<file path="src/rtl/maxpool_ctrl.sv">
// Sequencer for the 2x2 max-pool unit.
// Walks non-overlapping 2x2 windows of a feature map in raster order. For each window it:
//   - reads the four pixels from a synchronous RAM,
//   - presents them to the pool unit and waits one cycle for its registered result,
//   - writes the pooled value to the output RAM, holding the write until it is accepted.
module maxpool_ctrl #(
    parameter int DATA_W  = 16,
    parameter int IMG_W   = 28,
    parameter int IMG_H   = 28,
    parameter int IADDR_W = 10,
    parameter int OADDR_W = 8
) (
    input  logic                  clk,
    input  logic                  rst,
    input  logic                  start,
    output logic                  busy,
    output logic                  done,
    output logic                  rd_en,
    output logic [IADDR_W-1:0]    rd_addr,
    input  logic [DATA_W-1:0]     rd_data,
    output logic [4*DATA_W-1:0]   pool_win,
    input  logic [DATA_W-1:0]     pool_res,
    output logic                  wr_en,
    output logic [OADDR_W-1:0]    wr_addr,
    output logic [DATA_W-1:0]     wr_data,
    input  logic                  wr_ready
);

    localparam int OW = IMG_W / 2;
    localparam int OH = IMG_H / 2;
    localparam int CW = (OW > 1) ? $clog2(OW) : 1;
    localparam int RW = (OH > 1) ? $clog2(OH) : 1;

    typedef enum logic [2:0] {IDLE, FETCH, LOAD, POOL, WRITE, DONE} state_t;

    state_t                     state_reg;
    logic [1:0]                 k_reg;
    logic [CW-1:0]              col_reg;
    logic [RW-1:0]              row_reg;
    logic [IADDR_W-1:0]         row_start_reg;
    logic [3:0][DATA_W-1:0]     win_reg;
    logic [DATA_W-1:0]          wr_data_reg;
    logic                       write_first_reg;
    logic                       busy_reg;
    logic                       done_reg;
    logic                       rd_en_reg;
    logic [IADDR_W-1:0]         rd_addr_reg;
    logic                       wr_en_reg;
    logic [OADDR_W-1:0]         wr_addr_reg;

    logic [IADDR_W-1:0]         win_base;
    logic [IADDR_W-1:0]         fetch_addr_next;
    logic [IADDR_W-1:0]         next_base;
    logic [1:0]                 k_next;
    logic                       last_col;
    logic                       last_row;

    // Window base address, address of the next pixel to fetch, and base of the next window
    always_comb begin
        win_base        = row_start_reg + (IADDR_W'(col_reg) << 1);
        k_next          = k_reg + 2'd1;
        fetch_addr_next = win_base + (k_next[1] ? IADDR_W'(IMG_W) : '0) + IADDR_W'(k_next[0]);
        last_col        = (col_reg == CW'(OW - 1));
        last_row        = (row_reg == RW'(OH - 1));
        next_base       = last_col ? (row_start_reg + IADDR_W'(2 * IMG_W))
                                   : (win_base + IADDR_W'(2));
    end

    // Main FSM with all control outputs registered
    always_ff @(posedge clk or posedge rst) begin
        if (rst) begin
            state_reg       <= IDLE;
            k_reg           <= '0;
            col_reg         <= '0;
            row_reg         <= '0;
            row_start_reg   <= '0;
            win_reg         <= '0;
            wr_data_reg     <= '0;
            write_first_reg <= 1'b0;
            busy_reg        <= 1'b0;
            done_reg        <= 1'b0;
            rd_en_reg       <= 1'b0;
            rd_addr_reg     <= '0;
            wr_en_reg       <= 1'b0;
            wr_addr_reg     <= '0;
        end else begin
            case (state_reg)
                IDLE: begin
                    done_reg <= 1'b0;
                    if (start) begin
                        state_reg     <= FETCH;
                        busy_reg      <= 1'b1;
                        k_reg         <= '0;
                        col_reg       <= '0;
                        row_reg       <= '0;
                        row_start_reg <= '0;
                        wr_addr_reg   <= '0;
                        rd_en_reg     <= 1'b1;
                        rd_addr_reg   <= '0;
                    end
                end
                FETCH: begin
                    // Data for the pixel issued last cycle arrives now
                    if (k_reg != 2'd0) begin
                        win_reg[k_reg - 2'd1] <= rd_data;
                    end
                    if (k_reg == 2'd3) begin
                        rd_en_reg <= 1'b0;
                        state_reg <= LOAD;
                    end else begin
                        k_reg       <= k_next;
                        rd_addr_reg <= fetch_addr_next;
                    end
                end
                LOAD: begin
                    win_reg[3] <= rd_data;
                    state_reg  <= POOL;
                end
                POOL: begin
                    // Pool unit registers the complete window on this edge
                    wr_en_reg       <= 1'b1;
                    write_first_reg <= 1'b1;
                    state_reg       <= WRITE;
                end
                WRITE: begin
                    // pool_res is valid from WRITE entry; hold it for any stall
                    write_first_reg <= 1'b0;
                    if (write_first_reg) begin
                        wr_data_reg <= pool_res;
                    end
                    if (wr_ready) begin
                        wr_en_reg <= 1'b0;
                        if (last_col && last_row) begin
                            done_reg  <= 1'b1;
                            busy_reg  <= 1'b0;
                            state_reg <= DONE;
                        end else begin
                            if (last_col) begin
                                col_reg       <= '0;
                                row_reg       <= row_reg + RW'(1);
                                row_start_reg <= row_start_reg + IADDR_W'(2 * IMG_W);
                            end else begin
                                col_reg <= col_reg + CW'(1);
                            end
                            wr_addr_reg <= wr_addr_reg + OADDR_W'(1);
                            k_reg       <= '0;
                            rd_en_reg   <= 1'b1;
                            rd_addr_reg <= next_base;
                            state_reg   <= FETCH;
                        end
                    end
                end
                DONE: begin
                    done_reg  <= 1'b0;
                    state_reg <= IDLE;
                end
                default: state_reg <= IDLE;
            endcase
        end
    end

    assign busy     = busy_reg;
    assign done     = done_reg;
    assign rd_en    = rd_en_reg;
    assign rd_addr  = rd_addr_reg;
    assign pool_win = win_reg;
    assign wr_en    = wr_en_reg;
    assign wr_addr  = wr_addr_reg;
    assign wr_data  = write_first_reg ? pool_res : wr_data_reg;

endmodule

</file>
<file path="config.mk">
export PLATFORM = sky130hd
export DESIGN_NAME = maxpool_ctrl
export DESIGN_NICKNAME = d
export VERILOG_FILES = /design/src/rtl/maxpool_ctrl.sv
export SDC_FILE = /design/constraint.sdc
export NUM_CORES = 1
export LEC_CHECK = 0
export ABC_AREA = 1
export ABC_CLOCK_PERIOD_IN_PS = 4200
export CORE_ASPECT_RATIO = 0.6
export CORE_MARGIN = 2
export CORE_UTILIZATION = 47
export CTS_BUF_LIST = sky130_fd_sc_hd__clkbuf_8
export DETAILED_ROUTE_END_ITERATION = 6
export GPL_TIMING_DRIVEN = 0
export PLACE_DENSITY = 0.78
export SETUP_SLACK_MARGIN = 0.4
export SLEW_MARGIN = 10
export SYNTH_ARGS = -nofsm -noshare
export SYNTH_HDL_FRONTEND = slang
export SYNTH_SLANG_ARGS = --single-unit
export TNS_END_PERCENT = 10
</file>
<file path="constraint.sdc">
create_clock -name clk -period 4.2 [get_ports clk]
set_input_delay 1.26 -clock clk [delete_from_list [all_inputs] [get_ports clk]]
set_output_delay 1.26 -clock clk [all_outputs]
set_load 0.01 [all_outputs]
</file>
# After elaboration in Yosys (flattened, before gate mapping)
# Cells that the tools add are included.
# Widths: inputs -> output; s select.
# classes
n_addsub,10
magnitude_cmp,2
n_eq_ne,16
muxes,54
reduce_logical,20
# ops
op,count
$mux 10,8
$bwmux 64,1
$mux 64,1
$demux 16 s2,1
$mux 16,2
$pmux 16 s2,1
$pmux 10 s3,1
$mux 4,7
$mux 8,3
$add 10x5->10,2
$pmux 10 s2,1
$ne 2x2->1 const B,8
$pmux 4 s2,2
$pmux 8 s2,1
$pmux 3 s5,1
$reduce_and 5->1,3
$mux 3,4
$add 10x1->10,1
$add 10x2->10 const B,1
$add 10x6->10 const B,1
$reduce_bool 2->1,5
$mux 1,9
$add 4x1->4 const B,2
$add 8x1->8 const B,1
other kinds (21),35
# totals
regBits,126
word_cells,119

# Depth between registers and ports, before layout
# Gate-level depths: netlist of run 1.
# logic_depth
ltp_word,8
ltp_mapped,18
depth_no_buf,18

# Worst setup path after synthesis of run 1
# No wires, ideal clock.
# synth_timing
path_kind,input port to output port
startpoint,input pool_res[0]
endpoint,output wr_data[0]
arrival_ns,1.459
required_ns,2.940
path_slack_ns,1.481
stages,2
n_path_buf,0
cell_sequence,nand2_1 o21ai_0
# synth_between
elab_chain_len,1
# synth_lines
item,line_no,rtl
"start, declared",22,"input logic [DATA_W-1:0] pool_res,"
$mux 16,n/a,
"end, declared",25,"output logic [DATA_W-1:0] wr_data,"
# No other way between the ends.

# Worst setup path in the final report of run 1
# layout_timing
startpoint,input pool_res[2]
endpoint,output wr_data[2]
# The elaborated chain is that of the path after synthesis.

==> results of run 1 <==
==> layout make-up <==
| cell class | count | area (um2) |
|---|---|---|
| Timing Repair Buffer | 140 | 1433 |
| Sequential cell | 123 | 3078 |
| Buffer | 25 | 137.6 |
| Inverter | 89 | 352.8 |
| Clock inverter | 13 | 157.7 |
| Tap cell | 170 | 212.7 |
| Multi-Input combinational cell | 476 | 2510 |
| Clock buffer | 19 | 261.5 |
| Fill cell | 1092 | 4589 |
==> cell families after synthesis <==
kind of cell / synth area share, %
other: 0.06177
flip-flops: 50.70
buffers and inverters: 8.017
XOR/XNOR: 1.731
AO/OA/AOI/OAI: 13.95
AND/OR/NAND/NOR: 21.25
multiplexers: 0.1649
adder cells (fa/ha/maj): 4.122
==> final timing paths <==
| path | start | endpoint | depth (start not counted) |
|---|---|---|---|
| max | pool_res[2] | wr_data[2] | 4 |
| min | rd_en | rd_en | 2 |
| max reg2reg | col_reg[2] | rd_addr[9] | 18 |
| min reg2reg | rd_en | rd_en | 2 |
| max in group asynchronous | rst | wr_data_reg[8] | 4 |
| min in group asynchronous | rst | pool_win[16] | 2 |
==> stage by stage <==
step	utilization (%)	cell area [um2]
finish	63.95	8143
global route	63.95	8143
detailed placement	60.65	7722
floorplan	-	6078
global placement	60.18	7662
CTS	63.93	8140
==> power groups by stage <==
stage / Sequential, W / Clock, W / Combinational (W)
final: 0.00190 / 0.00110 / 0.00252
after global routing: 0.00195 / 0.00117 / 0.00278
after CTS: 0.00189 / 0.00111 / 0.00253
after detailed placement: 0.00190 / 0 / 0.00253
after global placement: 0.00190 / 0 / 0.00247
after floorplan: 0.00204 / 0 / 0.00115
==> worst max-delay path, stage by stage <==
cell	delay [ns]
sky130_fd_sc_hd__clkdlybuf4s50_1	0.45
sky130_fd_sc_hd__nand2_1	0.04
sky130_fd_sc_hd__o21ai_0	0.16
sky130_fd_sc_hd__clkdlybuf4s50_1	0.60
==> cells in the final DEF (no fill, tap or decap), types with 4 or more instances in the layout <==
cell / n
sky130_fd_sc_hd__clkinvlp_4: 4
sky130_fd_sc_hd__ha_1: 20
sky130_fd_sc_hd__inv_6: 4
sky130_fd_sc_hd__o21ai_0: 118
sky130_fd_sc_hd__buf_2: 8
sky130_fd_sc_hd__inv_1: 82
sky130_fd_sc_hd__nor2_4: 4
sky130_fd_sc_hd__dfrtp_1: 123
sky130_fd_sc_hd__buf_6: 4
sky130_fd_sc_hd__nand2_2: 4
sky130_fd_sc_hd__nand2_1: 192
sky130_fd_sc_hd__xor2_1: 9
sky130_fd_sc_hd__clkbuf_1: 12
sky130_fd_sc_hd__a21oi_1: 7
sky130_fd_sc_hd__clkinv_4: 4
sky130_fd_sc_hd__nand2_4: 6
sky130_fd_sc_hd__clkbuf_8: 19
sky130_fd_sc_hd__o22ai_1: 4
sky130_fd_sc_hd__clkdlybuf4s50_1: 135
sky130_fd_sc_hd__nand3_1: 42
sky130_fd_sc_hd__nor2_1: 27
==> routing by layer <==
layer,wire length (um),global-route usage (%),part of all wire (%)
met5,0,0,0
met1,8275,37.52,52
met2,6383,32.84,40
met4,112,4.907,0.70
met3,1271,6.468,7.9
==> timing repair <==
action | CTS | global route
resized for setup | 1 | 1
gates cloned | 0 | 0
setup endpoints to repair | 1 | 8
==> results_tabular.tex, run 1 <==
\begin{tabular}{lr}
\hline
Metric & Value \\
\hline
\multicolumn{2}{l}{\textbf{Power}} \\
Sw frac & 38.82\% \\
Worst VDD drop & 0.3928 mV \\
Sum of internal, switching and leakage power & 0.005518 W \\
Power share of the clock group & 20.0\% \\
Leakage power & 3.850 nW \\
Logic pwr share & 45.7\% \\
Sequential share of power & 34.4\% \\
Cell internal power dissipation & 0.003376 W \\
Pwr dens & 677.6 nW/um2 \\
Switching power & 0.002142 W \\
\multicolumn{2}{l}{\textbf{CTS}} \\
Clock latency of the later-clocked register in the worst-skew pair & 0.44 ns \\
Number of sinks on the clock net & 123 \\
CTS Buf Count & 17 \\
CTS hold repair buffers & 0 \\
Clock transition at the register clock pins on the worst setup and hold paths after CTS & 0.08 ns \\
Root buf cell & sky130\_fd\_sc\_hd\_\_clkbuf\_8 \\
Clk buf depth & 2 \\
CTS tree & built \\
H-tree depth & 4 \\
Number of buffers added for setup after CTS & 0 \\
\multicolumn{2}{l}{\textbf{Hold path}} \\
HP Class & reg -> reg \\
\multicolumn{2}{l}{\textbf{Placement}} \\
Worst setup slack after placement & 0.3855 ns \\
Number of port buffers & 137 \\
Placed cell count & 1023 \\
HPWL reported at the end of detailed placement & 11980 um \\
GPL Wtd Cong & 0.9191 \\
\multicolumn{2}{l}{\textbf{Timing}} \\
Headroom to the max-slew limit & 58.80\% \\
Number of hold violations in the final report & 0 \\
RSZ-0062 raised after global routing & yes \\
Period minus WS final & 3.774 ns \\
Measured slew at the worst slew-check pin & 0.6180 ns \\
Final hold slack & 0.4891 ns \\
Sum Neg Setup Slack & 0 ns \\
Setup slack of the critical path after layout & 0.4256 ns \\
Max-slew violation count & 0 \\
Crit share post-route & 89.87\% \\
Total setup violations reported at the end of the flow & 0 \\
Skew final & 0.01748 ns \\
Fmax & 264.9 MHz \\
\multicolumn{2}{l}{\textbf{Synth}} \\
Number of synthesized flops with an enable pin & 0 \\
Largest area contributor in the netlist & sky130\_fd\_sc\_hd\_\_dfrtp\_1 \\
Count of yosys warnings during synthesis & 0 \\
Sequential area share after synthesis & 50.70\% \\
Cell with the most instances after synthesis & sky130\_fd\_sc\_hd\_\_nand2\_1 \\
Async SR Flop Fraction & 100.0\% \\
Post-synth top area share & 50.70\% \\
Count of cell types in the netlist & 44 \\
Commonest cells post-synth & sky130\_fd\_sc\_hd\_\_nand2\_1 (192), sky130\_fd\_sc\_hd\_\_dfrtp\_1 (123), sky130\_fd\_sc\_hd\_\_o21ai\_0 (118) \\
Number of storage elements in the synthesis netlist & 123 \\
Dominant register cell in the synthesized netlist & sky130\_fd\_sc\_hd\_\_dfrtp\_1 \\
Netlist area before placement & 6071 um2 \\
Top post-synthesis cells by area & sky130\_fd\_sc\_hd\_\_dfrtp\_1 (51\%), sky130\_fd\_sc\_hd\_\_nand2\_1 (12\%), sky130\_fd\_sc\_hd\_\_o21ai\_0 (9.7\%), sky130\_fd\_sc\_hd\_\_inv\_1 (5.1\%), sky130\_fd\_sc\_hd\_\_ha\_1 (4.1\%) \\
Cells after synthesis & 712 \\
Synthesized area divided by synthesized cell count & 8.526 um2 \\
\multicolumn{2}{l}{\textbf{Worst setup path}} \\
Kind of start point of the critical path & input port \\
Largest fanout on the critical path & 2 \\
Kind of critical path & in -> out \\
CP arrival & 2.51 ns \\
Flop-to-flop setup slack & 1.72 ns \\
Worst EP required & 2.94 ns \\
CP endpoint kind & output pin \\
\multicolumn{2}{l}{\textbf{Finish}} \\
Layout net count & 928 \\
Layout overhead on the synthesized area & 34.13\% \\
Proportion of layout cells with a drive suffix above 1 & 9.492\% \\
Final instance count without filler cells & 1055 \\
Antenna Diode Count & 0 \\
Flip-flop count of the largest register, all copies and words added & 64 \\
\multicolumn{2}{l}{\textbf{Drt}} \\
Detailed-route wire length per cell & 15.21 um \\
Total wirelength of the detailed-routed design & 16040 um \\
DRC violation count after routing & 0 \\
DR iter-0 viols & 407 \\
Count of nets left with antenna violations after detail routing & 0 \\
DR vias & 5323 \\
First-pass DRT Iterations & 5 \\
Per-cell via count in the routed design & 5.045 \\
\multicolumn{2}{l}{\textbf{Global routing}} \\
Overflow left after global routing & 0 \\
Pin count of the biggest net entering global routing & 38 \\
Antenna violations before repair & 0 \\
Overall routing resource usage & 23.88\% \\
Wire length of the first global-routing pass & 25700 um \\
Vias in the first global route & 5029 \\
\multicolumn{2}{l}{\textbf{Job}} \\
Number of max-cap violations & 0 \\
\multicolumn{2}{l}{\textbf{Floorplan}} \\
Top-Level Pins & 138 \\
Initial core utilization & 47.68\% \\
Rows & 32 \\
Overall die area & 13870 um2 \\
Area of the core & 12730 um2 \\
Width of the die & 150.7 um \\
Height of the chip & 92.04 um \\
\multicolumn{2}{l}{\textbf{Outcome}} \\
Result of the run & completed \\
\hline
\end{tabular}
(Power assumes the default switching activity.)
==> run 2: changes to the inputs <==
--- a/config.mk
+++ b/config.mk
@@ -11,10 +11,10 @@
 export CORE_MARGIN = 2
 export CORE_UTILIZATION = 47
 export CTS_BUF_LIST = sky130_fd_sc_hd__clkbuf_8
+export CTS_CLUSTER_SIZE = 20
 export DETAILED_ROUTE_END_ITERATION = 6
 export GPL_TIMING_DRIVEN = 0
 export PLACE_DENSITY = 0.78
-export SETUP_SLACK_MARGIN = 0.4
 export SLEW_MARGIN = 10
 export SYNTH_ARGS = -nofsm -noshare
 export SYNTH_HDL_FRONTEND = slang
==> results_tabular.tex, run 2 (synthesized netlist as in run 1, its figures left out) <==
\begin{tabular}{lr}
\hline
Metric & Value \\
\hline
\multicolumn{2}{l}{\textbf{Outcome}} \\
Result of the run & completed \\
\multicolumn{2}{l}{\textbf{CTS}} \\
Clock latency of the later-clocked register in the worst-skew pair & 0.44 ns \\
CTS tree & built \\
Root buf cell & sky130\_fd\_sc\_hd\_\_clkbuf\_8 \\
Number of buffers added for setup after CTS & 0 \\
Total of cells resized after clock tree synthesis & 0 \\
H-tree depth & 4 \\
Clock transition at the register clock pins on the worst setup and hold paths after CTS & 0.08 ns \\
CTS hold repair buffers & 0 \\
Number of sinks on the clock net & 123 \\
CTS Buf Count & 17 \\
Clk buf depth & 2 \\
\multicolumn{2}{l}{\textbf{Drt}} \\
Count of nets left with antenna violations after detail routing & 0 \\
Total wirelength of the detailed-routed design & 16040 um \\
DRC violation count after routing & 0 \\
DR vias & 5317 \\
Per-cell via count in the routed design & 5.040 \\
DR iter-0 viols & 407 \\
First-pass DRT Iterations & 5 \\
Detailed-route wire length per cell & 15.20 um \\
\multicolumn{2}{l}{\textbf{Worst setup path}} \\
Kind of critical path & in -> out \\
Flop-to-flop setup slack & 1.72 ns \\
Highest-delay cell along the critical path & sky130\_fd\_sc\_hd\_\_clkdlybuf4s50\_1 \\
Worst EP required & 2.94 ns \\
CP endpoint kind & output pin \\
Reg2Reg Launch Point & col\_reg[2] \\
CP arrival & 2.55 ns \\
Number of cells traversed by the worst register-to-register path & 18 \\
Kind of start point of the critical path & input port \\
Peak per-stage delay on the critical path & 0.61 ns \\
Crit path top cell by count & sky130\_fd\_sc\_hd\_\_clkdlybuf4s50\_1 \\
Largest fanout on the critical path & 2 \\
Critical Path, Cell by Cell & clkdlybuf4s50\_1, nand2\_1, o21ai\_0, clkdlybuf4s50\_1 \\
Worst reg2reg endpoint & rd\_addr[9] \\
\multicolumn{2}{l}{\textbf{Finish}} \\
Layout overhead on the synthesized area & 34.11\% \\
Proportion of layout cells with a drive suffix above 1 & 9.492\% \\
Flip-flop count of the largest register, all copies and words added & 64 \\
Most used cells in the layout excluding fill and tap cells & sky130\_fd\_sc\_hd\_\_nand2\_1 (192), sky130\_fd\_sc\_hd\_\_clkdlybuf4s50\_1 (137), sky130\_fd\_sc\_hd\_\_dfrtp\_1 (123) \\
Layout net count & 928 \\
Area occupied by multi-input gates & 2510 um2 \\
Count of fill cells added during filler insertion & 1093 \\
Antenna Diode Count & 0 \\
Sequential cell area in the final layout & 3078 um2 \\
Most common cell after layout, fill and taps aside & sky130\_fd\_sc\_hd\_\_nand2\_1 \\
\multicolumn{2}{l}{\textbf{Global routing}} \\
Overall routing resource usage & 23.88\% \\
Overflow left after global routing & 0 \\
Wire length of the first global-routing pass & 25700 um \\
Pin count of the biggest net entering global routing & 38 \\
Antenna violations before repair & 0 \\
Vias in the first global route & 5029 \\
\multicolumn{2}{l}{\textbf{Floorplan}} \\
Initial core utilization & 47.68\% \\
Width of the die & 150.7 um \\
Area of the core & 12730 um2 \\
Height of the chip & 92.04 um \\
Top-Level Pins & 138 \\
Rows & 32 \\
Overall die area & 13870 um2 \\
\multicolumn{2}{l}{\textbf{Hold path}} \\
Hold-critical path endpoint & rd\_en \\
Start point of the worst min-delay path & rd\_en \\
HP Class & reg -> reg \\
Hold depth & 2 \\
\multicolumn{2}{l}{\textbf{Placement}} \\
Number of port buffers & 137 \\
GPL Wtd Cong & 0.9191 \\
HPWL reported at the end of detailed placement & 11980 um \\
\multicolumn{2}{l}{\textbf{Power}} \\
Sum of internal, switching and leakage power & 0.005521 W \\
Pwr dens & 678.1 nW/um2 \\
Leakage power & 3.838 nW \\
Worst VDD drop & 0.3929 mV \\
\multicolumn{2}{l}{\textbf{Timing}} \\
Sum Neg Setup Slack & 0 ns \\
Skew final & 0.01748 ns \\
Headroom to the max-slew limit & 58.79\% \\
Number of hold violations in the final report & 0 \\
RSZ-0062 raised after global routing & no \\
Measured slew at the worst slew-check pin & 0.6182 ns \\
Total setup violations reported at the end of the flow & 0 \\
Max-slew violation count & 0 \\
Crit share post-route & 90.72\% \\
Fmax & 262.4 MHz \\
Period minus WS final & 3.810 ns \\
\multicolumn{2}{l}{\textbf{Job}} \\
Number of max-cap violations & 0 \\
\hline
\end{tabular}
## run 2: layout make-up
cell class | instances | share of cell area, %
clock buffer | 19 | 3.212
tap | 170 | 2.613
buffer | 25 | 1.690
clock inverter | 13 | 1.936
inverter | 89 | 4.334
multi-input combinational | 476 | 30.83
sequential | 123 | 37.81
timing repair buffer | 140 | 17.58
## run 2: per-layer routing
layer,GRT usage (%),share of wire [%],vias up
met5,0,0,-
met1,37.52,52,2502
met4,4.907,0.70,0
met2,32.84,40,179
met3,6.468,7.9,13
li1,-,-,2623
## run 2: worst max-delay path, delay by kind of cell
| family | cells | cell delay (ns) |
|---|---|---|
| AND/OR/NAND/NOR | 1 | 0.05 |
| AO/OA/AOI/OAI | 1 | 0.17 |
| buffers and inverters | 2 | 1.07 |
## run 2: power breakdown
group	switching [W]	total [W]	internal (W)	leakage, nW
registers	0.000252	0.00190	0.00164	1.51
logic	0.00136	0.00252	0.00116	2.12
clock network	0.000527	0.00110	0.000575	0.203
## run 2: worst max path at each step
stage                 from      endpoint  slack, ns
3_3_place_gp           rst  pool_win[54]       0.27
3_5_place_dp   pool_res[6]    wr_data[6]       0.39
5_1_grt        pool_res[6]    wr_data[6]       0.35
4_1_cts        pool_res[6]    wr_data[6]       0.38
2_1_floorplan          rst          busy       1.43
6_report       pool_res[6]    wr_data[6]       0.39
## run 2: per-stage QoR
step	cell area [um2]	instances	hold slack [ns]	util [%]	setup slack (ns)
after floorplan	6078	713	0.4548	-	1.429
after global placement	7662	1020	0.4585	60.18	0.2743
after detailed placement	7722	1023	0.4635	60.65	0.3855
after CTS	8142	1055	0.4827	63.94	0.3771
after global routing	8142	1055	0.5026	63.94	0.3477
final	8142	1055	0.4891	63.94	0.3897
==> run 3: changes to the inputs <==
--- a/config.mk
+++ b/config.mk
@@ -8,13 +8,15 @@
 export ABC_AREA = 1
 export ABC_CLOCK_PERIOD_IN_PS = 4200
 export CORE_ASPECT_RATIO = 0.6
-export CORE_MARGIN = 2
+export CORE_MARGIN = 1
 export CORE_UTILIZATION = 47
 export CTS_BUF_LIST = sky130_fd_sc_hd__clkbuf_8
 export CTS_CLUSTER_SIZE = 20
 export DETAILED_ROUTE_END_ITERATION = 6
 export GPL_TIMING_DRIVEN = 0
 export PLACE_DENSITY = 0.78
+export RECOVER_POWER = 50
+export SKIP_CTS_REPAIR_TIMING = 1
 export SLEW_MARGIN = 10
 export SYNTH_ARGS = -nofsm -noshare
 export SYNTH_HDL_FRONTEND = slang
==> results_tabular.tex, run 3 (synthesized netlist as in run 1, its figures left out) <==
\begin{tabular}{lr}
\hline
Metric & Value \\
\hline
\multicolumn{2}{l}{\textbf{Power}} \\
Worst VDD drop & 0.3286 mV \\
Sum of internal, switching and leakage power & 0.005515 W \\
Leakage power & 3.811 nW \\
Pwr dens & 685.5 nW/um2 \\
\multicolumn{2}{l}{\textbf{CTS}} \\
Root buf cell & sky130\_fd\_sc\_hd\_\_clkbuf\_8 \\
Clock transition at the register clock pins on the worst setup and hold paths after CTS & 0.08 ns \\
H-tree depth & 4 \\
Clk buf depth & 2 \\
CTS tree & built \\
Number of sinks on the clock net & 123 \\
CTS Buf Count & 17 \\
Clock latency of the later-clocked register in the worst-skew pair & 0.44 ns \\
\multicolumn{2}{l}{\textbf{Hold path}} \\
Start point of the worst min-delay path & pool\_win[37] \\
Hold depth & 2 \\
Hold-critical path endpoint & pool\_win[37] \\
HP Class & reg -> reg \\
\multicolumn{2}{l}{\textbf{Timing}} \\
Total setup violations reported at the end of the flow & 0 \\
Max-slew violation count & 73 \\
Headroom to the max-slew limit & -26.97\% \\
Number of hold violations in the final report & 0 \\
Skew final & 0.01813 ns \\
RSZ-0062 raised after global routing & no \\
Crit share post-route & 90.22\% \\
Fmax & 263.9 MHz \\
Period minus WS final & 3.789 ns \\
Sum Neg Setup Slack & 0 ns \\
Measured slew at the worst slew-check pin & 1.905 ns \\
\multicolumn{2}{l}{\textbf{Drt}} \\
Total wirelength of the detailed-routed design & 16250 um \\
DR vias & 5426 \\
Per-cell via count in the routed design & 5.168 \\
DR iter-0 viols & 349 \\
Detailed-route wire length per cell & 15.48 um \\
DRC violation count after routing & 0 \\
First-pass DRT Iterations & 5 \\
Count of nets left with antenna violations after detail routing & 0 \\
\multicolumn{2}{l}{\textbf{Global routing}} \\
Pin count of the biggest net entering global routing & 40 \\
Overall routing resource usage & 24.83\% \\
Wire length of the first global-routing pass & 25850 um \\
Vias in the first global route & 5000 \\
Antenna violations before repair & 0 \\
Overflow left after global routing & 0 \\
\multicolumn{2}{l}{\textbf{Finish}} \\
Flip-flop count of the largest register, all copies and words added & 64 \\
Layout net count & 928 \\
Proportion of layout cells with a drive suffix above 1 & 7.458\% \\
Most used cells in the layout excluding fill and tap cells & sky130\_fd\_sc\_hd\_\_nand2\_1 (196), sky130\_fd\_sc\_hd\_\_clkdlybuf4s50\_1 (135), sky130\_fd\_sc\_hd\_\_dfrtp\_1 (123) \\
Layout overhead on the synthesized area & 32.52\% \\
Most common cell after layout, fill and taps aside & sky130\_fd\_sc\_hd\_\_nand2\_1 \\
Antenna Diode Count & 0 \\
\multicolumn{2}{l}{\textbf{Outcome}} \\
Result of the run & finished with violations \\
Failing checks & capacitance limit, slew limit \\
\multicolumn{2}{l}{\textbf{Worst setup path}} \\
Largest fanout on the critical path & 2 \\
Kind of critical path & in -> out \\
Worst EP required & 2.94 ns \\
Flop-to-flop setup slack & 1.28 ns \\
CP arrival & 2.53 ns \\
Kind of start point of the critical path & input port \\
Highest-delay cell along the critical path & sky130\_fd\_sc\_hd\_\_clkdlybuf4s50\_1 \\
Reg2Reg Launch Point & state\_reg[0] \\
Number of cells traversed by the worst register-to-register path & 11 \\
Critical Path, Cell by Cell & clkdlybuf4s50\_1, nand2\_1, o21ai\_0, clkdlybuf4s50\_1 \\
Peak per-stage delay on the critical path & 0.59 ns \\
Cell class contributing the biggest share of worst-path delay & buffers and inverters \\
Worst reg2reg endpoint & rd\_addr[3] \\
Buffering stage count on the worst path with inverters included & 2 \\
Crit path top cell by count & sky130\_fd\_sc\_hd\_\_clkdlybuf4s50\_1 \\
CP endpoint kind & output pin \\
\multicolumn{2}{l}{\textbf{Placement}} \\
GPL Wtd Cong & 0.8727 \\
Number of port buffers & 137 \\
HPWL reported at the end of detailed placement & 12040 um \\
\multicolumn{2}{l}{\textbf{Floorplan}} \\
Area of the core & 12330 um2 \\
Initial core utilization & 49.22\% \\
Top-Level Pins & 138 \\
Rows & 31 \\
Width of the die & 148.7 um \\
Overall die area & 13390 um2 \\
Height of the chip & 90.04 um \\
\multicolumn{2}{l}{\textbf{Job}} \\
Number of max-cap violations & 2 \\
\hline
\end{tabular}
-- run 3: cell count changes in the layout (fill, tap and decap cells not counted), moves of 3 or more --
cell,delta
sky130_fd_sc_hd__clkbuf_1,+7
sky130_fd_sc_hd__buf_2,-4
sky130_fd_sc_hd__nand2_1,+4
sky130_fd_sc_hd__nand3_2,-3
sky130_fd_sc_hd__nand3_1,+3
-- run 3: metrics by stage --
step | std cells | utilization, % | hold WS [ns] | area, um2 | setup slack, ns
2_1_floorplan | 713 | - | 0.4548 | 6078 | 1.429
3_3_place_gp | 1015 | 62.07 | 0.4653 | 7656 | 0.2862
3_5_place_dp | 1018 | 62.56 | 0.4693 | 7716 | 0.4138
4_1_cts | 1050 | 66.03 | 0.4906 | 8144 | 0.4070
5_1_grt | 1050 | 65.23 | 0.5027 | 8045 | 0.1653
6_report | 1050 | 65.23 | 0.4857 | 8045 | 0.4106
-- run 3: final cells by class --
cell class	count	area, um2
Buffer	25	121.4
Clock buffer	18	247.7
Clock inverter	14	180.2
Fill cell	1037	4289
Inverter	89	346.6
Multi-Input combinational cell	476	2460
Sequential cell	123	3078
Tap cell	165	206.4
Timing Repair Buffer	140	1405
-- run 3: metal layers --
layer / GRT usage, % / part of all wire, % / vias to the layer above
met5: 0 / 0 / -
met4: 5.241 / 1.0 / 0
met2: 34.00 / 40 / 230
met1: 38.43 / 50 / 2553
li1: - / - / 2622
met3: 6.904 / 8.8 / 21
-- run 3: how the worst max path moves through the flow --
stage | start | endpoint | slack (ns) | cells after the start
5_1_grt | rst | state_reg[1] | 0.17 | 3
4_1_cts | pool_res[9] | wr_data[9] | 0.41 | 4
3_3_place_gp | rst | wr_data_reg[11] | 0.29 | 2
6_report | pool_res[9] | wr_data[9] | 0.41 | 4
2_1_floorplan | rst | busy | 1.43 | 1
3_5_place_dp | pool_res[9] | wr_data[9] | 0.41 | 4
-- run 3: worst min-delay path, cell delays in order (launching register included) --
cell and delay [ns]:
sky130_fd_sc_hd__dfrtp_1 0.34, sky130_fd_sc_hd__nand2_1 0.05, sky130_fd_sc_hd__o21ai_0 0.06
-- run 3: power by group --
part / switching [W] / total [W] / internal (W)
sequential: 0.000261 / 0.00190 / 0.00164
clock: 0.000527 / 0.00114 / 0.000614
combinational: 0.00133 / 0.00247 / 0.00113
total: 0.00212 / 0.00551 / 0.00339
